**src/rtl/mem_bist_pkg.sv**
```systemverilog
// mem_bist_pkg: shared types and helpers for the memory self-test sequencer.
//   bist_state_e : sequencer states (IDLE, WR, RD, DRAIN, DONE)
//   MEM_*        : geometry of the 32x8 synchronous memory under test
//   pattern()    : expected word for an address, optionally inverted
package mem_bist_pkg;

  localparam int unsigned MEM_DEPTH = 32;
  localparam int unsigned MEM_AW    = 5;
  localparam int unsigned MEM_DW    = 8;

  typedef enum logic [2:0] {
    IDLE  = 3'd0,
    WR    = 3'd1,
    RD    = 3'd2,
    DRAIN = 3'd3,
    DONE  = 3'd4
  } bist_state_e;

  // Computed at 32 bits so callers of any width up to 32 can truncate; truncation of the sum
  // gives the required modulo-2**DW wrap.
  function automatic logic [31:0] pattern(input logic [31:0] seed, input logic [31:0] addr,
                                          input logic inv);
    logic [31:0] sum;
    sum = seed + addr;
    return inv ? ~sum : sum;
  endfunction

endpackage

```
**src/rtl/mem_bist_cmp_pipe.sv**
```systemverilog
// mem_bist_cmp_pipe: RD_LAT-deep expected-data/valid shift register aligned to the memory read
// latency, plus the final compare against the returned read data.
// Ports:
//   clk_i      : clock
//   rst_i      : synchronous active-high reset, flushes all valid bits
//   push_i     : a read is issued this cycle
//   exp_i      : expected word for the issued read
//   rdata_i    : memory data_out
//   mismatch_o : one-cycle pulse when a valid pipe output disagrees with rdata_i
module mem_bist_cmp_pipe #(
  parameter int unsigned DW     = 8,
  parameter int unsigned RD_LAT = 1
) (
  input  logic          clk_i,
  input  logic          rst_i,
  input  logic          push_i,
  input  logic [DW-1:0] exp_i,
  input  logic [DW-1:0] rdata_i,
  output logic          mismatch_o
);

  logic [RD_LAT-1:0]         vld_q, vld_d;
  logic [RD_LAT-1:0][DW-1:0] exp_q, exp_d;

  always_comb begin
    vld_d    = vld_q;
    exp_d    = exp_q;
    vld_d[0] = push_i;
    exp_d[0] = exp_i;
    for (int i = 1; i < int'(RD_LAT); i++) begin
      vld_d[i] = vld_q[i-1];
      exp_d[i] = exp_q[i-1];
    end
  end

  always_ff @(posedge clk_i) begin
    if (rst_i) begin
      vld_q <= '0;
      exp_q <= '0;
    end else begin
      vld_q <= vld_d;
      exp_q <= exp_d;
    end
  end

  // Stage RD_LAT-1 lines up with the data_out produced for the read pushed RD_LAT cycles ago.
  assign mismatch_o = vld_q[RD_LAT-1] && (rdata_i != exp_q[RD_LAT-1]);

endmodule

```
**src/rtl/mem_bist_ctrl.sv**
```systemverilog
// mem_bist_ctrl: self-test sequencer for a synchronous single-port memory. On an accepted start
// it writes seed+addr to every location, reads all of them back, compares each word and
// reports a saturating error count and a pass flag.
// Optional build macro MEM_BIST_INV_PASS_EN adds a second write/read pass with inverted data.
// Ports:
//   clk, rst          : clock, synchronous active-high reset
//   start, seed       : run request (honoured only in IDLE) and pattern seed
//   busy, done, pass  : run in progress, one-cycle completion pulse, result (held)
//   err_cnt           : mismatches in the current or last run, saturating
//   read, write, addr : memory strobes and address
//   data_in, data_out : memory write data and read data
module mem_bist_ctrl
  import mem_bist_pkg::*;
#(
  parameter int unsigned AW     = MEM_AW,
  parameter int unsigned DW     = MEM_DW,
  parameter int unsigned RD_LAT = 1,
  parameter int unsigned CW     = 7
) (
  input  logic          clk,
  input  logic          rst,
  input  logic          start,
  input  logic [DW-1:0] seed,
  output logic          busy,
  output logic          done,
  output logic          pass,
  output logic [CW-1:0] err_cnt,
  output logic          read,
  output logic          write,
  output logic [AW-1:0] addr,
  output logic [DW-1:0] data_in,
  input  logic [DW-1:0] data_out
);

  localparam logic [2:0] StIdle  = 3'(IDLE);
  localparam logic [2:0] StWr    = 3'(WR);
  localparam logic [2:0] StRd    = 3'(RD);
  localparam logic [2:0] StDrain = 3'(DRAIN);
  localparam logic [2:0] StDone  = 3'(DONE);

  localparam logic [2:0] DrainLast = 3'(RD_LAT - 1);

  logic [2:0]    state_q, state_d;
  logic [AW-1:0] cnt_q, cnt_d;
  logic [2:0]    drain_q, drain_d;
  logic [DW-1:0] seed_q, seed_d;
  logic [CW-1:0] err_q, err_d;
  logic          pass_q, pass_d;
  logic          inv;
  logic          push;
  logic          mismatch;
  logic [DW-1:0] exp_data;

`ifdef MEM_BIST_INV_PASS_EN
  logic inv_q, inv_d;
  assign inv = inv_q;
`else
  assign inv = 1'b0;
`endif

  // Same counter serves as write address in WR and read address in RD.
  assign exp_data = DW'(pattern(32'(seed_q), 32'(cnt_q), inv));
  assign push     = (state_q == StRd);

  mem_bist_cmp_pipe #(
    .DW     (DW),
    .RD_LAT (RD_LAT)
  ) u_cmp_pipe (
    .clk_i      (clk),
    .rst_i      (rst),
    .push_i     (push),
    .exp_i      (exp_data),
    .rdata_i    (data_out),
    .mismatch_o (mismatch)
  );

  always_comb begin
    state_d = state_q;
    cnt_d   = cnt_q;
    drain_d = drain_q;
    seed_d  = seed_q;
    pass_d  = pass_q;
    err_d   = err_q;
`ifdef MEM_BIST_INV_PASS_EN
    inv_d   = inv_q;
`endif

    if (mismatch && (err_q != {CW{1'b1}})) begin
      err_d = err_q + 1'b1;
    end

    unique case (state_q)
      StIdle: begin
        if (start) begin
          seed_d  = seed;
          err_d   = '0;
          pass_d  = 1'b0;
          cnt_d   = '0;
          state_d = StWr;
`ifdef MEM_BIST_INV_PASS_EN
          inv_d   = 1'b0;
`endif
        end
      end
      StWr: begin
        if (&cnt_q) begin
          cnt_d   = '0;
          state_d = StRd;
        end else begin
          cnt_d = cnt_q + 1'b1;
        end
      end
      StRd: begin
        if (&cnt_q) begin
          cnt_d   = '0;
          drain_d = '0;
          state_d = StDrain;
        end else begin
          cnt_d = cnt_q + 1'b1;
        end
      end
      StDrain: begin
        if (drain_q == DrainLast) begin
`ifdef MEM_BIST_INV_PASS_EN
          if (!inv_q) begin
            inv_d   = 1'b1;
            state_d = StWr;
          end else begin
            pass_d  = (err_d == '0);
            state_d = StDone;
          end
`else
          // err_d includes the final compare resolving in this cycle.
          pass_d  = (err_d == '0);
          state_d = StDone;
`endif
        end else begin
          drain_d = drain_q + 1'b1;
        end
      end
      StDone: begin
        state_d = StIdle;
      end
      default: begin
        state_d = StIdle;
      end
    endcase
  end

  always_ff @(posedge clk) begin
    if (rst) begin
      state_q <= StIdle;
      cnt_q   <= '0;
      drain_q <= '0;
      seed_q  <= '0;
      err_q   <= '0;
      pass_q  <= 1'b0;
    end else begin
      state_q <= state_d;
      cnt_q   <= cnt_d;
      drain_q <= drain_d;
      seed_q  <= seed_d;
      err_q   <= err_d;
      pass_q  <= pass_d;
    end
  end

`ifdef MEM_BIST_INV_PASS_EN
  always_ff @(posedge clk) begin
    if (rst) begin
      inv_q <= 1'b0;
    end else begin
      inv_q <= inv_d;
    end
  end
`endif

  always_comb begin
    read    = 1'b0;
    write   = 1'b0;
    addr    = '0;
    data_in = '0;
    if (state_q == StWr) begin
      write   = 1'b1;
      addr    = cnt_q;
      data_in = exp_data;
    end else if (state_q == StRd) begin
      read = 1'b1;
      addr = cnt_q;
    end
  end

  assign busy    = (state_q == StWr) || (state_q == StRd) || (state_q == StDrain);
  assign done    = (state_q == StDone);
  assign pass    = pass_q;
  assign err_cnt = err_q;

endmodule
```
**config.mk**
```make
export PLATFORM = sky130hd
export DESIGN_NAME = mem_bist_ctrl
export DESIGN_NICKNAME = d
export VERILOG_FILES = /design/src/rtl/mem_bist_pkg.sv /design/src/rtl/mem_bist_cmp_pipe.sv /design/src/rtl/mem_bist_ctrl.sv
export SDC_FILE = /design/constraint.sdc
export NUM_CORES = 1
export LEC_CHECK = 0
export CELL_PAD_IN_SITES_DETAIL_PLACEMENT = 1
export CELL_PAD_IN_SITES_GLOBAL_PLACEMENT = 1
export CORE_ASPECT_RATIO = 1.1
export CORE_MARGIN = 10
export CORE_UTILIZATION = 30
export CTS_BUF_LIST = sky130_fd_sc_hd__clkbuf_4
export CTS_CLUSTER_DIAMETER = 40
export CTS_CLUSTER_SIZE = 14
export DETAILED_ROUTE_END_ITERATION = 10
export PLACE_DENSITY = 0.77
export SLEW_MARGIN = 20
export SYNTH_ARGS = -nofsm -noshare
export SYNTH_HDL_FRONTEND = slang
export SYNTH_HIERARCHICAL = 1
export SYNTH_SLANG_ARGS = --single-unit
```
**constraint.sdc**
```tcl
create_clock -name clk -period 1.6 [get_ports clk]
set_input_delay 0.16 -clock clk [delete_from_list [all_inputs] [get_ports clk]]
set_output_delay 0.16 -clock clk [all_outputs]
set_load 0.01 [all_outputs]
```
=== Yosys cells after proc, flatten, opt, wreduce, memory -nomap -nowiden ===
Cells that the tools add are included.

* Bits in registers: 36
* Output and inout bits: 25

* Equality and inequality tests: 11
* Add/sub/neg operators: 4
* Muxes and demuxes: 23
* Reductions and logical operators: 17

{| class="wikitable"
|+ Operator list
! operator !! number
|-
| 7-bit two-way mux || 3
|-
| 5-bit two-way mux || 4
|-
| 3-bit two-way mux || 6
|-
| 3-bit one-hot mux with 4 select lines || 1
|-
| 2-bit != test, second input constant || 5
|-
| 5-bit one-hot mux with 2 select lines || 1
|-
| 8-bit by 5-bit adder with 8-bit output || 1
|-
| 8-bit two-way mux || 1
|-
| 8-bit != test || 1
|-
| 7-bit by 1-bit adder with 7-bit output, second input constant || 1
|-
| 7-bit zero test || 1
|-
| 7-bit != test, second input constant || 1
|-
| 3-bit by 2-bit equality test with 1-bit output, second input constant || 2
|-
| 3-bit zero test || 2
|-
| 3-bit one-hot mux with 2 select lines || 1
|-
| 3-bit AND reduction || 2
|-
| 2-bit nonzero test || 3
|-
| 5-bit by 1-bit adder with 5-bit output, second input constant || 1
|-
| 1-bit two-way mux || 5
|-
| 5-bit AND reduction || 1
|-
| 2-bit AND reduction || 2
|-
| 4-bit AND reduction || 1
|-
| 3-bit by 1-bit adder with 3-bit output, second input constant || 1
|-
| 3-bit by 1-bit equality test with 1-bit output, second input constant || 1
|-
| other kinds (5) || 7
|}

=== Longest topological paths before layout ===
* Depth in word-level cells: 7
* Depth in mapped cells: 9
* Depth with buffers taken out: 8

=== Modules after synthesis ===
The synthesis kept the hierarchy.

{| class="wikitable"
|+ Modules (own cells, without submodules)
! module !! area each (sq um) !! times used !! cells an instance !! sequential area each (sq um)
|-
| mem_bist_ctrl || 1711.6 || 1 || 209 || 540.5
|-
| mem_bist_cmp_pipe || 326.6 || 1 || 29 || 180.2
|}

=== Worst setup path after synthesis ===
No wires, ideal clock.

* Kind: reg-to-output
* Start point: reg cnt_q[0]
* End point: out data_in[6]
* Arrival: 1.693 ns
* Required time: 1.440 ns
* Slack: -0.253 ns
* Buffers on the path: 0
* Cell stages (with the launch flop): 9
* Cell sequence: dfxtp_1 > ha_1 > inv_1 > fa_1 > nor2b_1 > o21ai_0 > a21oi_1 > xor2_1 > and2_1

* Cells in the longest elaborated chain, start to end: 2

{| class="wikitable"
|+ RTL lines
! item !! line !! text
|-
| from (decl) || mem_bist_ctrl.sv:44 || <nowiki>logic [AW-1:0] cnt_q, cnt_d;</nowiki>
|-
| from (signal assigned) || mem_bist_ctrl.sv:160 || <nowiki>cnt_q <= cnt_d;</nowiki>
|-
| 8-bit by 5-bit adder with 8-bit output || mem_bist_pkg.sv:24 || <nowiki>sum = seed + addr;</nowiki>
|-
| via exp_data[6] || mem_bist_ctrl.sv:52 || <nowiki>logic [DW-1:0] exp_data;</nowiki>
|-
| 8-bit two-way mux || mem_bist_ctrl.sv:183 || <nowiki>if (state_q == StWr) begin</nowiki>
|-
| to (decl) || mem_bist_ctrl.sv:31 || <nowiki>output logic [DW-1:0] data_in,</nowiki>
|}

The timed path passes the listed nets, and every way through them passes these cells.

=== Final worst setup path ===
* Start point: reg seed_q[0]
* End point: out data_in[6]

* Cells in the longest elaborated chain, start to end: 2

{| class="wikitable"
|+ RTL lines
! item !! line !! text
|-
| from (decl) || mem_bist_ctrl.sv:46 || <nowiki>logic [DW-1:0] seed_q, seed_d;</nowiki>
|-
| from (signal assigned) || mem_bist_ctrl.sv:155 || <nowiki>seed_q <= '0;</nowiki>
|-
| from (signal assigned) || mem_bist_ctrl.sv:162 || <nowiki>seed_q <= seed_d;</nowiki>
|-
| 8-bit by 5-bit adder with 8-bit output || mem_bist_pkg.sv:24 ||
|-
| via exp_data[6] || mem_bist_ctrl.sv:52 ||
|-
| 8-bit two-way mux || mem_bist_ctrl.sv:183 ||
|}

The timed path passes the listed nets, and every way through them passes these cells.

==> flow_metrics.py <==
metrics = {
    "worst_setup_path": {
        "worstSetupStartpointType": "register",
        "critPathKind": "reg2out",
        "crit_fanout": 2,
        "cp.arrival_ns": 2.12,
        "worst_setup_path_end_kind": "primary output",
        "required_ns": 1.44,
    },
    "synthesis": {
        "synth-simple-area-share": 0.2848,
        "synth_top_area_share": 0.3536,
        "yosysMostFrequentCell": "dfxtp_1",
        "ys_ff_latch": 36,
        "synth_top_area_cell": "dfxtp_1",
        "syn_nets": 268,
        "ys_types": 45,
        "synth_area_um2": 2038,
        "synthAdderAreaFrac": 0.07121,
        "ys_top_cells_by_area": "dfxtp_1, ha_1, xor2_1",
        "synthFlopType": "dfxtp_1",
        "synth-xor-area-share": 0.09454,
        "synth.top_cells.by_count": "dfxtp_1, nor2_1, nand2_1",
        "avgSynthCellArea_um2": 8.564,
        "synth_cells": 238,
        "synth_warnings": 6,
        "synth_edf_count": 0,
        "yosysSeqAreaShare": 0.3536,
        "synthMuxAreaShare": 0.009822,
        "synthArstFlopShare": 0,
        "synth_top_family_by_area": "simple AND/OR/NAND/NOR gates",
        "synth_compound_area_frac": 0.1381,
    },
    "routing": {
        "antenna_left": 0,
        "drtIter0Drc": 49,
        "vias": 2177,
        "drt_first_pass_iters": 4,
        "via_per_inst": 5.063,
        "drc": 0,
        "drt-total-wl_um": 8337,
        "wl_per_cell_um": 19.39,
    },
    "timing": {
        "final-max-slew-violation-count": 0,
        "finalCriticalPeriod_ns": 2.279,
        "skew_ns": 0.01305,
        "fmax_mhz": 438.8,
        "slew-limit-headroom": 0.7078,
        "fin_tns_setup_ns": -6.991,
        "worst_slew_pin_slew_ns": 0.4369,
        "setup_viol": 25,
        "setup_slack_ns": -0.6790,
        "post-route-period-util": 1.424,
        "rsz0062_at_grt": "true",
        "whs_ns": 0.3382,
        "hold_viol": 0,
    },
    "cells_and_area": {
        "area_delta_synth_final_pct": 76.55,
        "diodes": 0,
        "final_layout_size_suffix_gt1_frac": 0.5316,
        "final_nets": 377,
        "postLayoutCoreUtil": 0.5457,
        "instances_no_fill": 430,
    },
    "placed_design": {
        "port_buffers": 43,
        "place.gp.congestion": 0.7799,
        "dp_hpwl_um": 4845,
        "post-place-ws_ns": -0.6872,
        "dp.cells": 398,
    },
    "clock_tree": {
        "numCtsBuffers": 5,
        "cts-htree-levels": 2,
        "cts_tree": "done",
        "hold_buffers": 0,
        "cts_root_buf": "clkbuf_4",
        "clkLatencyLatePin_ns": 0.36,
        "clock_sinks": 36,
        "clockBufferDepth": 2,
        "clkTransAtPathRegs_ns": 0.11,
    },
    "grt": {
        "grt_use_total": 0.1319,
        "grt_pass1_vias": 2286,
        "grt_overflow": 0,
        "grt_max_degree": 17,
        "grt_pass1_wl_um": 11390,
        "antenna_found_initial": 0,
    },
    "power": {
        "peakVddDrop_v": 0.0003151,
        "power.density_nw_per_um2": 523.0,
        "power.leakage_uw": 0.001521,
    },
    "die": {
        "die_h_um": 106.5,
        "die_area_um2": 10490,
        "rows": 31,
        "die_width_um": 98.59,
        "boundaryPins": 44,
        "initial_utilization": 0.3091,
        "coreArea_um2": 6594,
    },
    "run": {
        "maxCapViolations": 0,
    },
    "run_status": {
        "status": "complete, but fails checks",
        "violations": "negative setup slack",
    },
    "hold_path": {
        "hp-class": "in2reg",
    },
}
sequential cells by signal (all words and copies together), names as in the netlist:
signal,count
seed_q,8
u_cmp_pipe/exp_q,8
err_cnt,7
cnt_q,5
drain_q,3
state_q,3
pass,1
u_cmp_pipe/vld_q,1
path summary, 6_finish.rpt:
check | end | cells after the start | start | slack, ns
max reg2reg | cnt_q[3] | 8 | cnt_q[0] | -0.33
min | seed_q[4] | 3 | seed[4] | 0.34
min reg2reg | seed_q[3] | 2 | seed_q[3] | 0.49
max | data_in[6] | 9 | seed_q[0] | -0.68
layout make-up:
cell class	instances	area [um2]
tap	82	102.6
clock buffer	7	52.55
inverter	9	33.78
clock inverter	1	3.754
sequential	36	752.0
fill	726	2995
multi-input combinational	184	1668
timing repair buffer	111	985.9
through the flow:
| step | power [uW] | area, um2 |
|---|---|---|
| 2_1_floorplan | 1094 | 2102 |
| 3_3_place_gp | 1242 | 2902 |
| 3_5_place_dp | 1253 | 2902 |
| 4_1_cts | 1800 | 3232 |
| 5_1_grt | 1959 | 3598 |
| 6_report | 1882 | 3598 |
placed cells by master, fill, tap and decap left out, types with 5 or more instances in the layout:
| master | count |
|---|---|
| buf_2 | 5 |
| nor2_1 | 19 |
| inv_1 | 7 |
| xor2_1 | 8 |
| a21oi_2 | 6 |
| nand3_1 | 5 |
| nor2b_2 | 5 |
| a21oi_1 | 11 |
| nor2b_1 | 8 |
| buf_4 | 52 |
| buf_6 | 25 |
| nand2_1 | 19 |
| dfxtp_1 | 19 |
| clkbuf_4 | 7 |
| ha_4 | 5 |
| xor2_2 | 6 |
| and2_4 | 8 |
| dfxtp_2 | 13 |
| clkdlybuf4s50_1 | 22 |
report_power, final:
group / total, uW / switching (uW) / internal (uW)
clock: 531 / 328 / 203
sequential: 950 / 27.8 / 922
combinational: 401 / 189 / 212
critical path, cell delays in order (launching register included):
cell	delay (ns)
dfxtp_2	0.38
ha_4	0.15
inv_2	0.04
fa_2	0.34
nor2b_2	0.14
o21ai_2	0.07
a21oi_2	0.13
xor2_1	0.23
and2_4	0.19
buf_6	0.10
cell families after synthesis:
kind of cell    Yosys count
xor+xnor                 22
buf+inv                  18
compound gates           43
fa+ha+maj                11
simple gates            106
flops                    36
mux                       2
metal layers:
metal  routed length [um]  up-vias  track usage
met4                  218        0      0.05738
met5                    0        -            0
met3                  314       15      0.02979
met2                 4595       54       0.2451
li1                     -     1034            -
met1                 3208     1074       0.1382
what timing repair did:
item | CTS | global route
pin swaps | 35 | 38
cloned | 0 | 0
setup buffers | 16 | 13
gates resized for setup | 110 | 73
endpoints found under the setup margin | 37 | 38
No activity file was read; power rests on OpenSTA's default activity.
